### config.mk
export PLATFORM = sky130hd
export DESIGN_NAME = lt24_pixel_sink
export DESIGN_NICKNAME = d
export VERILOG_FILES = /design/src/rtl/lt24_pkg.sv /design/src/rtl/lt24_write_strobe.sv /design/src/rtl/lt24_pixel_sink.sv
export SDC_FILE = /design/constraint.sdc
export NUM_CORES = 1
export LEC_CHECK = 0
export CAP_MARGIN = 20
export CORE_MARGIN = 4
export CORE_UTILIZATION = 55
export DETAILED_ROUTE_END_ITERATION = 10
export PLACE_DENSITY = 0.85
export REMOVE_ABC_BUFFERS = 1
export SLEW_MARGIN = 20
export SYNTH_ARGS = -nofsm -noshare
export SYNTH_HDL_FRONTEND = slang
export SYNTH_SLANG_ARGS = --single-unit
### constraint.sdc
create_clock -name clock -period 4.8 [get_ports clock]
set_clock_uncertainty 0.2 [all_clocks]
set_input_delay 0.72 -clock clock [delete_from_list [all_inputs] [get_ports clock]]
set_output_delay 0.72 -clock clock [all_outputs]
set_load 0.005 [all_outputs]
### src/rtl/lt24_pkg.sv
// Shared constants, state encoding and word-selection helpers for the LT24 pixel sink.
package lt24_pkg;

  localparam int LCD_WIDTH  = 240;
  localparam int LCD_HEIGHT = 320;

  localparam logic [7:0] X_LAST = 8'(LCD_WIDTH - 1);
  localparam logic [8:0] Y_LAST = 9'(LCD_HEIGHT - 1);

  localparam logic [15:0] CMD_CASET = 16'h002A;
  localparam logic [15:0] CMD_PASET = 16'h002B;
  localparam logic [15:0] CMD_RAMWR = 16'h002C;
  localparam logic [15:0] X_END     = 16'h00EF;
  localparam logic [15:0] Y_END     = 16'h013F;

  typedef enum logic [3:0] {
    IDLE, CASET, CASET_D0, CASET_D1, CASET_D2, CASET_D3,
    PASET, PASET_D0, PASET_D1, PASET_D2, PASET_D3, RAMWR, PIXEL
  } state_t;

  function automatic state_t next_state(input state_t s);
    case (s)
      CASET:    return CASET_D0;
      CASET_D0: return CASET_D1;
      CASET_D1: return CASET_D2;
      CASET_D2: return CASET_D3;
      CASET_D3: return PASET;
      PASET:    return PASET_D0;
      PASET_D0: return PASET_D1;
      PASET_D1: return PASET_D2;
      PASET_D2: return PASET_D3;
      PASET_D3: return RAMWR;
      RAMWR:    return PIXEL;
      default:  return IDLE;
    endcase
  endfunction

  // Address bytes are zero-extended; the window always closes at the panel edge.
  function automatic logic [15:0] bus_word(input state_t s, input logic [7:0] x,
                                           input logic [8:0] y, input logic [15:0] pix);
    case (s)
      CASET:    return CMD_CASET;
      CASET_D0: return 16'h0000;
      CASET_D1: return {8'h00, x};
      CASET_D2: return 16'h0000;
      CASET_D3: return X_END;
      PASET:    return CMD_PASET;
      PASET_D0: return {15'h0000, y[8]};
      PASET_D1: return {8'h00, y[7:0]};
      PASET_D2: return 16'h0001;
      PASET_D3: return Y_END;
      RAMWR:    return CMD_RAMWR;
      PIXEL:    return pix;
      default:  return 16'h0000;
    endcase
  endfunction

  function automatic logic is_command(input state_t s);
    return (s == CASET) || (s == PASET) || (s == RAMWR);
  endfunction

endpackage

### src/rtl/lt24_write_strobe.sv
// One LT24 write cycle per start pulse: Wr_n low then high for the configured counts.
// done is asserted combinationally in the final high cycle so a new start can follow back-to-back.
module lt24_write_strobe #(
  parameter int WR_LOW_CYCLES  = 1,
  parameter int WR_HIGH_CYCLES = 1
) (
  input  logic clock,
  input  logic globalReset_n,
  input  logic start,
  output logic wr_n,
  output logic done
);

  localparam int MAX_CYC = (WR_LOW_CYCLES > WR_HIGH_CYCLES) ? WR_LOW_CYCLES : WR_HIGH_CYCLES;
  localparam int CW = (MAX_CYC > 1) ? $clog2(MAX_CYC) : 1;
  localparam logic [CW-1:0] LOW_LAST  = CW'(WR_LOW_CYCLES - 1);
  localparam logic [CW-1:0] HIGH_LAST = CW'(WR_HIGH_CYCLES - 1);

  logic          busy;
  logic          low_phase;
  logic [CW-1:0] cnt;

  assign done = busy && !low_phase && (cnt == HIGH_LAST);

  always_ff @(posedge clock or negedge globalReset_n) begin
    if (!globalReset_n) begin
      wr_n      <= 1'b1;
      busy      <= 1'b0;
      low_phase <= 1'b0;
      cnt       <= '0;
    end else if (start) begin
      wr_n      <= 1'b0;
      busy      <= 1'b1;
      low_phase <= 1'b1;
      cnt       <= '0;
    end else if (busy) begin
      if (low_phase) begin
        if (cnt == LOW_LAST) begin
          wr_n      <= 1'b1;
          low_phase <= 1'b0;
          cnt       <= '0;
        end else begin
          cnt <= cnt + 1'b1;
        end
      end else if (cnt == HIGH_LAST) begin
        busy <= 1'b0;
      end else begin
        cnt <= cnt + 1'b1;
      end
    end
  end

endmodule

### src/rtl/lt24_pixel_sink.sv
// Accepts one pixel at a time and drives the LT24 CASET/PASET/RAMWR write sequence.
// Optional STREAM_SKIP_EN: a raster-successor pixel emits only its data word.
module lt24_pixel_sink
  import lt24_pkg::*;
#(
  parameter int WR_LOW_CYCLES  = 1,
  parameter int WR_HIGH_CYCLES = 1
) (
  input  logic        clock,
  input  logic        globalReset_n,
  input  logic        enable,
  input  logic [7:0]  xAddr,
  input  logic [8:0]  yAddr,
  input  logic [15:0] pixelData,
  input  logic        pixelWrite,
  output logic        pixelReady,
  output logic        LT24Wr_n,
  output logic        LT24Rd_n,
  output logic        LT24CS_n,
  output logic        LT24RS,
  output logic [15:0] LT24Data,
  output logic        rangeError,
  output state_t      dbg_state
);

  state_t      state;
  state_t      nxt;
  logic        rdy_q;
  logic [7:0]  x_q;
  logic [8:0]  y_q;
  logic [15:0] pix_q;
  logic        accept, in_range, stream_hit, start, done;

  assign LT24Rd_n   = 1'b1;
  assign pixelReady = rdy_q & enable;
  assign dbg_state  = state;

`ifdef STREAM_SKIP_EN
  logic [7:0] last_x, succ_x;
  logic [8:0] last_y, succ_y;
  logic       last_valid, succ_ok;

  always_comb begin
    succ_ok = 1'b1;
    succ_x  = last_x + 8'd1;
    succ_y  = last_y;
    if (last_x == X_LAST) begin
      succ_x  = 8'd0;
      succ_y  = last_y + 9'd1;
      succ_ok = (last_y != Y_LAST);
    end
  end

  assign stream_hit = last_valid && succ_ok && (xAddr == succ_x) && (yAddr == succ_y);

  always_ff @(posedge clock or negedge globalReset_n) begin
    if (!globalReset_n) begin
      last_x     <= '0;
      last_y     <= '0;
      last_valid <= 1'b0;
    end else if (accept) begin
      last_x     <= xAddr;
      last_y     <= yAddr;
      last_valid <= in_range;
    end
  end
`else
  assign stream_hit = 1'b0;
`endif

  always_comb begin
    accept   = pixelWrite && pixelReady && (state == IDLE);
    in_range = (xAddr <= X_LAST) && (yAddr <= Y_LAST);
    nxt      = next_state(state);
    start    = (accept && in_range) || ((state != IDLE) && (state != PIXEL) && done);
  end

  lt24_write_strobe #(
    .WR_LOW_CYCLES (WR_LOW_CYCLES),
    .WR_HIGH_CYCLES(WR_HIGH_CYCLES)
  ) u_strobe (
    .clock        (clock),
    .globalReset_n(globalReset_n),
    .start        (start),
    .wr_n         (LT24Wr_n),
    .done         (done)
  );

  always_ff @(posedge clock or negedge globalReset_n) begin
    if (!globalReset_n) begin
      state      <= IDLE;
      rdy_q      <= 1'b0;
      x_q        <= '0;
      y_q        <= '0;
      pix_q      <= '0;
      LT24Data   <= '0;
      LT24RS     <= 1'b1;
      LT24CS_n   <= 1'b1;
      rangeError <= 1'b0;
    end else if (state == IDLE) begin
      if (accept) begin
        rdy_q <= 1'b0;
        x_q   <= xAddr;
        y_q   <= yAddr;
        pix_q <= pixelData;
        if (!in_range) begin
          rangeError <= 1'b1;
        end else if (stream_hit) begin
          state    <= PIXEL;
          LT24Data <= pixelData;
          LT24RS   <= 1'b1;
          LT24CS_n <= 1'b0;
        end else begin
          state    <= CASET;
          LT24Data <= CMD_CASET;
          LT24RS   <= 1'b0;
          LT24CS_n <= 1'b0;
        end
      end else begin
        rdy_q <= enable;
      end
    end else if (done) begin
      // Next word is loaded on the same edge the strobe restarts, keeping data stable per write.
      if (state == PIXEL) begin
        state    <= IDLE;
        LT24CS_n <= 1'b1;
        rdy_q    <= enable;
      end else begin
        state    <= nxt;
        LT24Data <= bus_word(nxt, x_q, y_q, pix_q);
        LT24RS   <= !is_command(nxt);
      end
    end
  end

endmodule

======== Word-level counts from Yosys, hierarchy flattened ========
Memory sizes are Yosys's and may differ from the RTL's.
Index checks and enable logic that the tools add are counted.
storage, ports and cells
  word-level logic and storage cells ...... 99
  bits in registers ....................... 61
  output and inout bits ................... 26
  memories ................................ 1
  memory bits (read-only) ................. 64
  input port bits ......................... 37
operators by class
  eq/ne operators ......................... 16
  reduce and logical (&&, ||, !) cells .... 26
  add/subtract/negate cells ............... 1
  muxes and demuxes ....................... 37
  bitwise gates (word level) .............. 3
  order comparisons ....................... 2
memories
  name              words  width  read ports  clocked after memory_dff  wr ports  line            source
  (name not given)  16     4      1           0                         0         lt24_pkg.sv:22  case (s)
operator list
  cell                 number
  $pmux 16 s10         1
  $mux 16              5
  $mux 1               26
  $eq 4x4->1 const B   6
  $mux 4               5
  $eq 4x3->1 const B   3
  $le 9x9->1 const B   1
  $reduce_and 3->1     3
  $le 8x8->1 const B   1
  $logic_and 1x1->1    8
  $ne 2x2->1 const B   4
  $reduce_and 4->1     2
  $reduce_bool 2->1    4
  $eq 4x1->1 const B   1
  $eq 4x2->1 const B   1
  $logic_not 4->1      1
  $ne 4x4->1 const B   1
  $reduce_and 2->1     2
  $reduce_bool 4->1    1
  $logic_or 1x1->1     3
  $logic_not 1->1      2
  $not 1->1            2
  $add 1x1->1 const B  1
  $and 1x1->1          1

======== Logic depth before layout (Yosys ltp) ========
An unclocked memory read counts as a cell.
  depth in word-level cells ............... 8
  depth in mapped cells ................... 10
  gate-level depth less buffers ........... 7

======== Modules after synthesis ========
Synthesis repeated with hierarchy kept, for this count alone.
unflattened totals
  cells, all modules ...................... 261
  area, all modules ....................... 2947.8 sq um
modules (own cells, without submodules)
  module             cells each  sequential area each (sq um)  area each (sq um)  times used
  lt24_pixel_sink    252         1428.9                        2839.0             1
  lt24_write_strobe  9           76.3                          108.9              1

======== Worst setup path before layout ========
No wires, ideal clock.
  path type ............................... reg-to-reg
  from .................................... reg state[0] (netlist: dbg_state[0])
  to ...................................... reg pix_q[10]
  arrival time ............................ 2250 ps
  cell stages (with the launch flop) ...... 9
  library setup time ...................... 125 ps
  data required time ...................... 4475 ps
  slack ................................... 2225 ps
  path buffers ............................ 3
  cell sequence ........................... dfrtp_1 clkbuf_1 inv_1 ha_1 or3b_1 buf_2 nor2_2 buf_2 mux2_2
between the ends
  longest elaborated chain between the ends .. 3
RTL lines
  element                       line                                           source
  start: declaration            lt24_pixel_sink.sv:26                          state_t state;
  start signal: assignment      lt24_pixel_sink.sv:129                         state <= nxt;
  $logic_not 4->1 *             lt24_pixel_sink.sv:72, lt24_pixel_sink.sv:100
  $logic_and 1x1->1             lt24_pixel_sink.sv:72                          accept = pixelWrite && pixelReady && (state == IDLE);
  $reduce_and 2->1 (no line) *  n/a
  end signal: assignment        lt24_pixel_sink.sv:105                         pix_q <= pixelData;
  end: declaration              lt24_pixel_sink.sv:31                          logic [15:0] pix_q;
Every way passes the cells marked *; elsewhere a longest branch is shown, timed or not.
A chain may end at the register's enable or synchronous reset.

======== Worst setup path in the final report ========
  from .................................... reg state[0] (netlist: dbg_state[0])
  to ...................................... reg pix_q[15]
The elaborated chain is that of the path after synthesis.

==> results.md <==
* Fill cells at 367
* Buf+Inv Stages, Crit Path at 2
* Seq/Total Area, Yosys at 50.4%
* Syn Inst Count at 271
* Starting DRT DRC Count at 265
* Final WL at 7050 µm
* Post-CTS Setup Bufs at 0
* H-Tree Depth at 3
* Final instance area at 3830 µm²
* Largest area contributor in the netlist: dfrtp_1
* Top cell family by delay on the critical path: simple AND/OR/NAND/NOR gates
* Post-cts sizing count at 0
* Commonest non-fill, non-tap cell in the layout: clkdlybuf4s50_1
* HPWL Detailed at 4940 µm
* Initial antenna violation count at 0
* Crit start category: flop
* EDFF count, synth at 0
* Setup_tns at 0 ns
* Critical path startpoint: dbg_state[0]
* Slew margin rel. at 35.9%
* DR vias/cell at 6.01
* Slowest CP cell: nor2_2
* Final hold violation count at 0
* Clock Path Buffers at 2
* #FFs+latches synth at 60
* Ys Warns at 0
* Initial Utilization at 57.7%
* DP Area at 3610 µm²
* Tmin final at 3.15 ns
* Row cnt at 26
* PD cells at 560 nW/µm²
* Syn-to-layout area delta at 28.4%
* Fmax at 317 MHz
* Die height at 81.7 µm
* Peak per-stage delay on the critical path at 0.57 ns
* RSZ-0062 raised after global routing: false
* First-pass GRT wire length at 11300 µm
* Vias in the first global route at 2356
* Crit path required time at 4.83 ns
* Gr usage total at 23.1%
* Mapped cell area at 2990 µm²
* Post-route clock period utilization at 65.7%
* Core ar. at 5170 µm²
* Worst Hold Launch: LT24Data[6]
* CTS Buf Count at 9
* First-pass DRT Iterations at 5
* Yosys cell types at 51
* Largest cells by area after synthesis: dfrtp_1 48%, mux2_2 12%, a21oi_1 3.5%, o21ai_0 2.7%, dfstp_2 2.6%
* IO buf count at 61
* Worst skew pair latency at 0.34 ns
* Total of max-cap violations at 0
* Largest net degree at the start of global routing at 61
* Avg Cell Area, Syn at 11.0 µm²
* Inserted Diodes at 0
* P_leak at 0.00161 µW
* Total congestion overflow at 0
* Root buffer cell: clkbuf_8
* Yosys top cell area share at 47.8%
* CP max FO at 23
* IO Count at 63
* Wire per inst at 17.5 µm
* CTS Hold Bufs at 0
* Final Worst Setup Slack at 1.65 ns
* Peak VDD IR at 0.000408 V
* Slew Viols, Final at 0
* Final setup vio count at 0
* RePlAce Congestion at 0.912
* Die X at 81.7 µm
* Share of cells above drive strength 1 at 19.2%
* Worst Path Arrival at 3.18 ns
* Setup CP Type: flop to flop
* DR DRC count at 0
* Ys async rst share at 100%
* Placement Setup Slack at 1.67 ns
* Main synth FF type: dfrtp_1
* R2R Path Start: dbg_state[0]
* Die ar. at 6670 µm²
* Crit. End Element: flop
* Worst-path clk slew at 0.08 ns
* Min-delay worst type: flop to flop
* Most frequent cells in the layout: 60 x clkdlybuf4s50_1, 57 x dfrtp_1, 33 x mux2_2, 21 x a21oi_1, 19 x nand2_1
* Post-route antenna net violation count at 0
* # clock sinks at 60
* Crit-path cells: inv_1, ha_1, or3b_1, nor2_2, buf_4, mux2_2
* Via count at 2424
* Status: complete, no violations
* Layout Nets at 369
* Worst-Margin Slew at 0.954 ns
* CTS tree: yes
-- cells by family after synthesis --
family / count (synthesis) / share of synthesized area (%)
other: 1 / 0.126
flip-flops: 60 / 50.4
multiplexers: 33 / 12.4
AND/OR/NAND/NOR: 65 / 12.2
adder cells (fa/ha/maj): 4 / 1.68
buffers and inverters: 26 / 3.94
AO/OA/AOI/OAI: 82 / 19.2
-- path summary, 6_finish.rpt --
path,slack (ns),cells past startpoint,endpoint
worst min register to register,0.28,1,LT24Data[6]
worst max register to register,1.65,6,pix_q[15]
worst min-delay path,0.28,1,LT24Data[6]
min in group asynchronous,0.32,2,pix_q[1]
worst max-delay path,1.65,6,pix_q[15]
max in group asynchronous,3.60,2,LT24Data[15]
-- state kept, by name, summed over array words and instances, names as in the netlist --
signal,count
LT24CS_n,1
LT24Data,16
LT24RS,1
dbg_state,4
pix_q,16
rangeError,1
rdy_q,1
u_strobe.busy,1
u_strobe.low_phase,1
u_strobe.wr_n,1
x_q,8
y_q,9
-- final cells by class --
class	instances	area, µm²	share of cell area (%)
flip-flops and latches	60	1510	39.3
multi-input cells	185	1360	35.6
well taps	70	87.6	2.29
inverters	9	33.8	0.881
clock buffers	9	124	3.23
clock inverters	7	98.8	2.58
repair buffers	63	621	16.2
-- stage by stage --
step	utilization, %	total power (µW)	hold WS [ns]	std cells
final	74.1	2150	0.279	403
after global routing	74.1	2290	0.302	403
after CTS	74.1	2140	0.279	403
after detailed placement	69.8	1630	0.266	387
after global placement	69.8	1610	0.261	387
after floorplan	-	1350	0.224	254
-- routing by layer --
| layer | global-route usage, % | part of all wire [%] | up-vias |
|---|---|---|---|
| li1 | - | - | 1118 |
| met1 | 30.9 | 44 | 1192 |
| met2 | 35.5 | 48 | 98 |
| met3 | 4.71 | 5.8 | 16 |
| met4 | 12.1 | 2.1 | 0 |
| met5 | 0 | 0 | - |
-- synthesized netlist by cell type (3+ instances only) --
cell and count:
nand3_1 5, clkbuf_1 8, nand2_1 19, a221oi_1 3, nor2b_1 4, a211oi_1 3
nor3b_1 3, nor2_1 8, buf_2 7, nand2b_1 7, a21oi_1 21, and3_1 4
a22o_1 9, mux2_2 33, dfrtp_1 57, o21ai_0 16, dfstp_2 3, a221o_1 5
inv_1 9, ha_1 4
-- power breakdown --
part,total [µW],internal [µW],switching (µW)
Clock,506,294,211
Combinational,789,397,393
Sequential,851,706,145
(Power assumes the default switching activity.)
